==> src/rtl/lcd_pkg.sv <==
// Shared HD44780 command bytes, state encodings and the power-up command list.
package lcd_pkg;

    localparam logic [7:0] FUNC_SET_8B2L = 8'h38;
    localparam logic [7:0] DISP_ON       = 8'h0C;
    localparam logic [7:0] CLR           = 8'h01;
    localparam logic [7:0] ENTRY_INC     = 8'h06;
    localparam logic [7:0] SET_DDRAM     = 8'h80;
    localparam logic [7:0] ROW1_BASE     = 8'h40;
    localparam int         INIT_LEN      = 6;

    typedef enum logic [1:0] {S_PWRUP, S_INIT, S_ADDR, S_CHAR} main_state_t;
    typedef enum logic [1:0] {T_IDLE, T_SETUP, T_EN, T_WAIT} xfer_state_t;

    // Function set is sent three times so the panel syncs to 8-bit mode from any state.
    function automatic logic [7:0] init_cmd(input logic [2:0] idx);
        case (idx)
            3'd0, 3'd1, 3'd2: init_cmd = FUNC_SET_8B2L;
            3'd3:             init_cmd = DISP_ON;
            3'd4:             init_cmd = CLR;
            default:          init_cmd = ENTRY_INC;
        endcase
    endfunction

endpackage

==> src/rtl/lcd_hd44780_ctrl_if.sv <==
// Character write port: one cell per accepted valid/ready beat.
interface lcd_hd44780_ctrl_if #(
    parameter int ROW_W = 1
);
    logic             wr_valid;
    logic             wr_ready;
    logic [ROW_W-1:0] wr_row;
    logic [5:0]       wr_col;
    logic [7:0]       wr_char;

    modport master (output wr_valid, wr_row, wr_col, wr_char, input wr_ready);
    modport slave  (input wr_valid, wr_row, wr_col, wr_char, output wr_ready);
endinterface

==> src/rtl/lcd_byte_xfer.sv <==
// Single-byte HD44780 bus cycle: setup, enable strobe, then post-byte wait; done pulses once at the end.
module lcd_byte_xfer
    import lcd_pkg::*;
#(
    parameter int SETUP_CYC    = 4,
    parameter int EN_CYC       = 25,
    parameter int CMD_WAIT_CYC = 2000,
    parameter int CLR_WAIT_CYC = 82000,
    parameter int CNT_W        = 17
) (
    input  logic       clk,
    input  logic       rst_n,
    input  logic       start,
    input  logic       rs,
    input  logic [7:0] data,
    output logic       done,
    output logic       lcd_en,
    output logic       lcd_rs,
    output logic [7:0] lcd_data
);

    localparam logic [CNT_W-1:0] SETUP_LAST = CNT_W'(SETUP_CYC - 1);
    localparam logic [CNT_W-1:0] EN_LAST    = CNT_W'(EN_CYC - 1);
    localparam logic [CNT_W-1:0] CMD_LAST   = CNT_W'(CMD_WAIT_CYC - 1);
    localparam logic [CNT_W-1:0] CLR_LAST   = CNT_W'(CLR_WAIT_CYC - 1);

    xfer_state_t      state;
    logic [CNT_W-1:0] cnt;
    logic [CNT_W-1:0] wait_last;

    // RS/DATA are only loaded on start, so they stay put through setup, strobe and wait.
    always_ff @(posedge clk) begin
        if (!rst_n) begin
            state     <= T_IDLE;
            cnt       <= '0;
            wait_last <= '0;
            done      <= 1'b0;
            lcd_en    <= 1'b0;
            lcd_rs    <= 1'b0;
            lcd_data  <= 8'h00;
        end else begin
            done <= 1'b0;
            case (state)
                T_IDLE: begin
                    if (start) begin
                        state     <= T_SETUP;
                        cnt       <= '0;
                        lcd_rs    <= rs;
                        lcd_data  <= data;
                        wait_last <= (!rs && data == CLR) ? CLR_LAST : CMD_LAST;
                    end
                end
                T_SETUP: begin
                    if (cnt == SETUP_LAST) begin
                        state  <= T_EN;
                        cnt    <= '0;
                        lcd_en <= 1'b1;
                    end else begin
                        cnt <= cnt + 1'b1;
                    end
                end
                T_EN: begin
                    if (cnt == EN_LAST) begin
                        state  <= T_WAIT;
                        cnt    <= '0;
                        lcd_en <= 1'b0;
                    end else begin
                        cnt <= cnt + 1'b1;
                    end
                end
                T_WAIT: begin
                    if (cnt == wait_last) begin
                        state <= T_IDLE;
                        done  <= 1'b1;
                    end else begin
                        cnt <= cnt + 1'b1;
                    end
                end
                default: state <= T_IDLE;
            endcase
        end
    end

endmodule

==> src/rtl/lcd_hd44780_ctrl.sv <==
// HD44780 16x2 controller: power-up init, then endless refresh of the panel from a local character buffer.
module lcd_hd44780_ctrl
    import lcd_pkg::*;
#(
    parameter int ROWS         = 2,
    parameter int COLS         = 16,
    parameter int PWRUP_CYC    = 750000,
    parameter int SETUP_CYC    = 4,
    parameter int EN_CYC       = 25,
    parameter int CMD_WAIT_CYC = 2000,
    parameter int CLR_WAIT_CYC = 82000
) (
    input  logic                clk,
    input  logic                rst_n,
    lcd_hd44780_ctrl_if.slave   wr,
    input  logic                bl_en,
    output logic                init_done,
    output logic                LCD_ON,
    output logic                LCD_BLON,
    output logic                LCD_EN,
    output logic                LCD_RS,
    output logic                LCD_RW,
    output logic [7:0]          LCD_DATA
);

    localparam int MAX_CYC = (PWRUP_CYC > CLR_WAIT_CYC) ? PWRUP_CYC : CLR_WAIT_CYC;
    localparam int CNT_W   = $clog2(MAX_CYC + 1);
    localparam int ROW_W   = (ROWS > 1) ? $clog2(ROWS) : 1;
    localparam int COL_W   = (COLS > 1) ? $clog2(COLS) : 1;
    localparam int NCELL   = ROWS * COLS;
    localparam int IDX_W   = (NCELL > 1) ? $clog2(NCELL) : 1;

    localparam logic [CNT_W-1:0] PWRUP_LAST = CNT_W'(PWRUP_CYC - 1);
    localparam logic [ROW_W-1:0] ROW_LAST   = ROW_W'(ROWS - 1);
    localparam logic [COL_W-1:0] COL_LAST   = COL_W'(COLS - 1);
    localparam logic [2:0]       INIT_LAST  = 3'(INIT_LEN - 1);

    main_state_t      state;
    logic [CNT_W-1:0] pwr_cnt;
    logic [2:0]       init_idx;
    logic [ROW_W-1:0] row;
    logic [COL_W-1:0] col;
    logic             busy;
    logic             start;
    logic             done;
    logic             xfer_rs;
    logic [7:0]       xfer_data;
    logic             ready_q;
    logic             wr_hit;
    logic [IDX_W-1:0] wr_idx;
    logic [IDX_W-1:0] rd_idx;
    logic [7:0]       cells [NCELL];

    assign wr.wr_ready = ready_q;
    assign LCD_RW      = 1'b0;

    // Out-of-range writes still complete the handshake; they just never touch the buffer.
    assign wr_hit = wr.wr_valid && ready_q &&
                    (int'(wr.wr_row) < ROWS) && (int'(wr.wr_col) < COLS);
    assign wr_idx = IDX_W'(int'(wr.wr_row) * COLS + int'(wr.wr_col));
    assign rd_idx = IDX_W'(int'(row) * COLS + int'(col));
    assign start  = (state != S_PWRUP) && !busy;

    always_comb begin
        xfer_rs   = 1'b0;
        xfer_data = 8'h00;
        case (state)
            S_INIT: xfer_data = init_cmd(init_idx);
            S_ADDR: xfer_data = SET_DDRAM | ((row != '0) ? ROW1_BASE : 8'h00);
            S_CHAR: begin
                xfer_rs   = 1'b1;
                xfer_data = cells[rd_idx];
            end
            default: ;
        endcase
    end

    always_ff @(posedge clk) begin
        if (!rst_n) begin
            for (int i = 0; i < NCELL; i++) cells[i] <= 8'h20;
        end else if (wr_hit) begin
            cells[wr_idx] <= wr.wr_char;
        end
    end

    // Each non-power-up state issues one byte, then advances on the transfer's done pulse.
    always_ff @(posedge clk) begin
        if (!rst_n) begin
            state     <= S_PWRUP;
            pwr_cnt   <= '0;
            init_idx  <= '0;
            row       <= '0;
            col       <= '0;
            busy      <= 1'b0;
            init_done <= 1'b0;
            ready_q   <= 1'b0;
            LCD_ON    <= 1'b0;
            LCD_BLON  <= 1'b0;
        end else begin
            ready_q  <= 1'b1;
            LCD_ON   <= 1'b1;
            LCD_BLON <= bl_en;
            if (start)     busy <= 1'b1;
            else if (done) busy <= 1'b0;
            case (state)
                S_PWRUP: begin
                    if (pwr_cnt == PWRUP_LAST) state <= S_INIT;
                    else                        pwr_cnt <= pwr_cnt + 1'b1;
                end
                S_INIT: begin
                    if (done) begin
                        if (init_idx == INIT_LAST) begin
                            state     <= S_ADDR;
                            row       <= '0;
                            init_done <= 1'b1;
                        end else begin
                            init_idx <= init_idx + 1'b1;
                        end
                    end
                end
                S_ADDR: begin
                    if (done) begin
                        state <= S_CHAR;
                        col   <= '0;
                    end
                end
                S_CHAR: begin
                    if (done) begin
                        if (col == COL_LAST) begin
                            state <= S_ADDR;
                            row   <= (row == ROW_LAST) ? '0 : row + 1'b1;
                        end else begin
                            col <= col + 1'b1;
                        end
                    end
                end
                default: state <= S_PWRUP;
            endcase
        end
    end

    lcd_byte_xfer #(
        .SETUP_CYC    (SETUP_CYC),
        .EN_CYC       (EN_CYC),
        .CMD_WAIT_CYC (CMD_WAIT_CYC),
        .CLR_WAIT_CYC (CLR_WAIT_CYC),
        .CNT_W        (CNT_W)
    ) u_xfer (
        .clk      (clk),
        .rst_n    (rst_n),
        .start    (start),
        .rs       (xfer_rs),
        .data     (xfer_data),
        .done     (done),
        .lcd_en   (LCD_EN),
        .lcd_rs   (LCD_RS),
        .lcd_data (LCD_DATA)
    );

endmodule
==> src/flat_wrapper.sv <==
// flat-port wrapper written by rule: the top's interface ports become plain ports
module lcd_hd44780_ctrl_flat import lcd_pkg::*;
#(
    parameter int ROWS         = 2,
    parameter int COLS         = 16,
    parameter int PWRUP_CYC    = 750000,
    parameter int SETUP_CYC    = 4,
    parameter int EN_CYC       = 25,
    parameter int CMD_WAIT_CYC = 2000,
    parameter int CLR_WAIT_CYC = 82000
)
  (clk, rst_n, bl_en, init_done, LCD_ON, LCD_BLON, LCD_EN, LCD_RS, LCD_RW, LCD_DATA, wr_wr_valid, wr_wr_row, wr_wr_col, wr_wr_char, wr_wr_ready);
  lcd_hd44780_ctrl_if wr_i ();
  input  logic clk;
  input  logic rst_n;
  input  logic bl_en;
  output logic init_done;
  output logic LCD_ON;
  output logic LCD_BLON;
  output logic LCD_EN;
  output logic LCD_RS;
  output logic LCD_RW;
  output logic [7:0] LCD_DATA;
  input wire logic [$bits(wr_i.wr_valid)-1:0] wr_wr_valid;
  input wire logic [$bits(wr_i.wr_row)-1:0] wr_wr_row;
  input wire logic [$bits(wr_i.wr_col)-1:0] wr_wr_col;
  input wire logic [$bits(wr_i.wr_char)-1:0] wr_wr_char;
  output wire logic [$bits(wr_i.wr_ready)-1:0] wr_wr_ready;
  assign wr_i.wr_valid = wr_wr_valid;
  assign wr_i.wr_row = wr_wr_row;
  assign wr_i.wr_col = wr_wr_col;
  assign wr_i.wr_char = wr_wr_char;
  assign wr_wr_ready = wr_i.wr_ready;
  lcd_hd44780_ctrl #(.ROWS(ROWS), .COLS(COLS), .PWRUP_CYC(PWRUP_CYC), .SETUP_CYC(SETUP_CYC), .EN_CYC(EN_CYC), .CMD_WAIT_CYC(CMD_WAIT_CYC), .CLR_WAIT_CYC(CLR_WAIT_CYC)) u_core (.clk(clk), .rst_n(rst_n), .wr(wr_i), .bl_en(bl_en), .init_done(init_done), .LCD_ON(LCD_ON), .LCD_BLON(LCD_BLON), .LCD_EN(LCD_EN), .LCD_RS(LCD_RS), .LCD_RW(LCD_RW), .LCD_DATA(LCD_DATA));
endmodule
==> config.mk <==
export PLATFORM = sky130hd
export DESIGN_NAME = lcd_hd44780_ctrl_flat
export DESIGN_NICKNAME = d
export VERILOG_FILES = /design/src/rtl/lcd_pkg.sv /design/src/rtl/lcd_hd44780_ctrl_if.sv /design/src/rtl/lcd_byte_xfer.sv /design/src/rtl/lcd_hd44780_ctrl.sv /design/src/flat_wrapper.sv
export SDC_FILE = /design/constraint.sdc
export NUM_CORES = 1
export LEC_CHECK = 0
export CAP_MARGIN = 25
export CORE_UTILIZATION = 33
export CTS_CLUSTER_DIAMETER = 30
export DETAILED_ROUTE_END_ITERATION = 10
export PLACE_DENSITY = 0.54
export SYNTH_ARGS = -nofsm -noshare
export SYNTH_HDL_FRONTEND = slang
export SYNTH_SLANG_ARGS = --single-unit
==> constraint.sdc <==
create_clock -name clk -period 2.5 [get_ports clk]
set_input_delay 0.5 -clock clk [delete_from_list [all_inputs] [get_ports clk]]
set_output_delay 0.5 -clock clk [all_outputs]
set_load 0.05 [all_outputs]
[Word-level counts from Yosys, hierarchy flattened]
Memories as Yosys holds them, arrays and structs flattened.
Cells that the tools add are included.
Storage, ports and cells
  memories: 1
  flip-flop bits (word level): 87
  bits in writable memories: 256
  output and inout port bits: 15
Memories
  u_core.cells: depth 32, width 8, read ports 1, clocked after Yosys merged registers in 0, wr ports 32, RTL line lcd_hd44780_ctrl.sv:52  | logic [7:0] cells [NCELL];
Operators by class
  magnitude comparators: 1
  reduce and logical (&&, ||, !) cells: 27
  $add $sub $neg: 7
  eq/ne operators: 29
  muxes and demuxes: 46
  bitwise logic cells: 2
Operators by type and width (count)
  $mux 20: 4
  $pmux 20 s4: 1
  $add 20x1->20 const B: 2
  $pmux 8 s3: 1
  $eq 20x2->1 const B: 1
  $eq 20x20->1: 1
  $eq 20x20->1 const B: 1
  $eq 20x5->1 const B: 1
  $mux 2: 10
  $pmux 6 s3: 1
  $mux 1: 17
  $mux 17: 1
  $ne 2x2->1 const B: 8
  $pmux 2 s4: 2
  $mux 4: 3
  $reduce_bool 2->1: 5
  $reduce_and 3->1: 3
  $eq 2x2->1 const B: 4
  $eq 8x1->1 const B: 1
  $mux 8: 1
  $ne 2x1->1 const B: 4
  $pmux 4 s2: 1
  $reduce_and 2->1: 4
  $reduce_and 4->1: 2
  23 further kinds: 33

[Longest topological paths before layout]
  word-level depth: 7
  gate-level depth with buffers: 8
  depth with buffers taken out: 7

[By module]
From an unflattened synthesis, not the netlist that was laid out.
Unflattened totals
  cell total of the unflattened synthesis: 1297
  area, all modules: 15915.3 µm²
Modules (own cells, without submodules)
  lcd_hd44780_ctrl: area an instance 13723.2 µm², instances 1, seq. area each 8368.0 µm², cells each 1055
  lcd_byte_xfer: area an instance 2192.1 µm², instances 1, seq. area each 720.7 µm², cells each 242

[Worst setup path after synthesis]
No wires, ideal clock.
  path type: reg-to-reg
  start: register u_core.ready_q, in the netlist u_core.wr.wr_ready
  end: memory u_core.cells[0][0] (enable)
  period minus slack after synthesis: 2.703 ns
  buffers on the path: 2
  path slack: -0.203 ns
  cell stages (with the launch flop): 7
  data arrival time: 2.319 ns
  cell sequence: dfxtp_1 nand2_1 nor4_4 or3b_1 clkbuf_1 clkbuf_1 o21ai_0
RTL lines
  start, declared: RTL line lcd_hd44780_ctrl.sv:48  | logic ready_q;
  start signal, assigned: RTL line lcd_hd44780_ctrl.sv:96  | ready_q <= 1'b0;
  start signal, assigned: RTL line lcd_hd44780_ctrl.sv:100  | ready_q <= 1'b1;
  end, declared: RTL line lcd_hd44780_ctrl.sv:52

[Final worst setup path]
  start: register u_core.u_xfer.lcd_data[4]
  end: output port LCD_DATA[4]
RTL lines
  start, declared: RTL line lcd_byte_xfer.sv:19  | output logic [7:0] lcd_data
  start signal, assigned: RTL line lcd_byte_xfer.sv:49  | lcd_data <= data;
  end, declared: RTL line flat_wrapper.sv:23  | output logic [7:0] LCD_DATA;
No word-level cell between the ends.

==> metrics.yaml <==
outcome: "finished, violations left"
violations: "DRC"
fmax_mhz: 421.3
whs_endpoint: "u_core.init_done"
synth_area_leaders: "edfxtp_1 49%, and2_1 9.0%, dfxtp_1 8.9%, mux4_2 8.6%, o21ai_0 2.1%"
syn_nets: 1295
p_int_mw: 13.15
drc_errors: 16
clk_pin_slew_ns: 0.05
max_slew_margin: 0.4394
cp-end-kind: "output port"
synth.avg_cell_area_um2: 12.42
yosysTopAreaCell: "edfxtp_1"
min_period_over_period: 0.9495
grt_overflow: 0
cts_resized: 0
path_buf_inv: 1
grt_pass1_vias: 10590
cts_tree: "built"
wire_per_inst_um: 19.72
grt_pass1_wl_mm: 62.43
cp.arrival_ns: 1.87
cp-startpoint: "u_core.u_xfer.lcd_data[4]"
cp_slowest_cell: "clkdlybuf4s50_1"
worstSetupPathType: "flip-flop to output port"
synth_top_area_share: 0.4905
p_clk_frac: 0.601
ys_async_sr_fraction: 0
startpoint_type: "flip-flop"
p_leak_nw: 6.938
crit_chain: "clkdlybuf4s50_1"
clockBufferDepth: 3
min_path_cells: 1
synth.most_common_cell: "edfxtp_1"
worst_pin_slew_ns: 0.8410
synth_cell_types: 71
drtIter0Drc: 772
pwr-share-seq: 0.362
cp_top_family: "buffers and inverters"
r2r-start: "u_core.pwr_cnt[0]"
nNetsFinal: 1402
fin_crit_ns: 2.374
comb_power_share: 0.037
grt_antenna_before_repair: 1
synthTopCellsByCount: "256 x edfxtp_1, 226 x and2_1, 80 x nor2_1"
ys_warn_count: 0
sw_frac_of_total: 0.2085
skew_ns: 0.02326
num_rows: 79
path_max_fanout: 2
die-area_um2: 48370
maxCapViolations: 0
drt_pass1_iterations: 8
hp-class: "flip-flop to flip-flop"
vdd_ir_drop_max_mv: 0.4716
grt_max_degree: 54
cts.sinks: 326
core_area_um2: 46650
io_pins: 34
cts_inserted_buffers: 74
finalSetupViolCount: 0
hp-start: "u_core.init_done"
die_h_um: 219.9
place_congestion: 0.8141
wirelength_mm: 40.11
ys_ff_latch: 326
place_area_um2: 17200
postCtsSetupBuffers: 0
cts_hold_buf: 0
root_buffer: "clkbuf_16"
placed_cells: 1900
vias_per_cell: 5.117
syn_area_um2: 15670
synth_sequential_area_ratio: 0.5799
vias: 10410
netlist_instances: 1262
synth_edf_count: 256
fin_area_um2: 19780
start_util: 0.3359
fin_cells: 2034
port-buffer-count: 32
finalHoldViolCount: 0
track_usage: 0.1715
final_util: 0.4239
reg2reg_depth: 6
clk_latency_ns: 0.58
h-tree-depth: 3
chipWidth_um: 219.9
synth_ff_type: "edfxtp_1"
p_per_area_nw_per_um2: 839.9
power.net_switching_mw: 3.463
r2r_end: "u_core.pwr_cnt[19]"
area.growth.synth_to_final_pct: 26.19
dpl.hpwl_mm: 26.12
antenna_left: 0
max_stage_delay_ns: 0.85
drv_slew: 0
rsz0062_at_grt: "no"
worst_ep_required_time_ns: 2.00
post_route_cells_drive_above_1_share: 0.2111
reg2reg_slack_ns: 0.22
-- flip-flops by register name, indices dropped and copies added, names as in the netlist, 2 cells and up --
register and count:
u_core.init_idx 3, u_core.u_xfer.lcd_data 8, u_core.cells 256, u_core.u_xfer.state 2
u_core.col 4, u_core.state 2, u_core.u_xfer.cnt 20, u_core.u_xfer.wait_last 3
u_core.pwr_cnt 20
-- worst max-delay path by stage --
stage / to / cells past startpoint
2_1_floorplan: u_core.cells[0][0] / 6
3_3_place_gp: u_core.cells[24][2] / 6
3_5_place_dp: u_core.cells[29][6] / 7
4_1_cts: LCD_DATA[4] / 1
5_1_grt: u_core.u_xfer.cnt[4] / 6
6_report: LCD_DATA[4] / 1
-- through the flow --
step / total power, mW / hold WS, ns / setup TNS (ns) / setup slack (ns)
floorplan: 6.424 / 0.4537 / -12.93 / -0.2035
global placement: 6.711 / 0.4582 / -9.544 / -0.1453
detailed placement: 6.729 / 0.4623 / -14.45 / -0.1555
CTS: 16.77 / 0.4702 / 0 / 0.1208
global route: 17.08 / 0.5071 / 0 / 0.06944
finish: 16.61 / 0.4697 / 0 / 0.1261
-- power by group through the flow --
stage	Combinational (mW)	Clock, mW	Sequential [mW]
finish	0.622	9.98	6.01
global route	0.681	10.4	6.01
CTS	0.632	10.1	6.01
detailed placement	0.630	0	6.10
global placement	0.614	0	6.10
floorplan	0.337	0	6.09
-- cell usage in the layout (no fill, tap or decap), drive strengths merged, types with 4 or more instances in the layout --
master / n
clkinvlp: 4
mux4: 60
a211oi: 6
clkdlybuf4s50: 31
xor2: 5
bufinv: 12
inv: 24
nor2b: 10
clkbuf: 98
and3: 5
and2: 226
or3: 44
nor3: 11
or4: 18
o21ai: 70
nand2: 50
buf: 96
ha: 14
a21oi: 46
or4b: 8
nand3: 31
nand2b: 8
mux2i: 28
clkinv: 15
a31oi: 10
nor2: 80
dfxtp: 70
nand4: 15
nor4: 13
edfxtp: 256
xnor2: 6
o31ai: 12
-- layout make-up --
| type | instances | area, um^2 |
|---|---|---|
| Timing Repair Buffer | 127 | 1179 |
| Clock inverter | 35 | 514.2 |
| Clock buffer | 98 | 2056 |
| Antenna cell | 1 | 2.502 |
| Tap cell | 607 | 759.5 |
| Sequential cell | 326 | 9095 |
| Multi-Input combinational cell | 820 | 6096 |
| Fill cell | 4317 | 26880 |
| Inverter | 20 | 75.07 |
-- kinds of logic (layout without fill, tap and decap cells) --
logic type	count (synthesis)	after routing	share of synthesized area
adder cells (fa/ha/maj)	14	14	0.01118
AO/OA/AOI/OAI	176	176	0.07193
AND/OR/NAND/NOR	528	528	0.1939
XOR/XNOR	11	11	0.006147
other	1	2	0.0002393
flip-flops	326	326	0.5799
multiplexers	90	90	0.1055
buffers and inverters	116	280	0.03113
-- per-layer routing --
| metal | vias to the layer above | part of all wire | global-route usage |
|---|---|---|---|
| met1 | 5170 | 0.45 | 0.2285 |
| met3 | 66 | 0.052 | 0.03727 |
| met5 | - | 0 | 0 |
| li1 | 4915 | - | - |
| met2 | 257 | 0.47 | 0.2747 |
| met4 | 0 | 0.024 | 0.05931 |
Power figures use the tool's default switching activity.
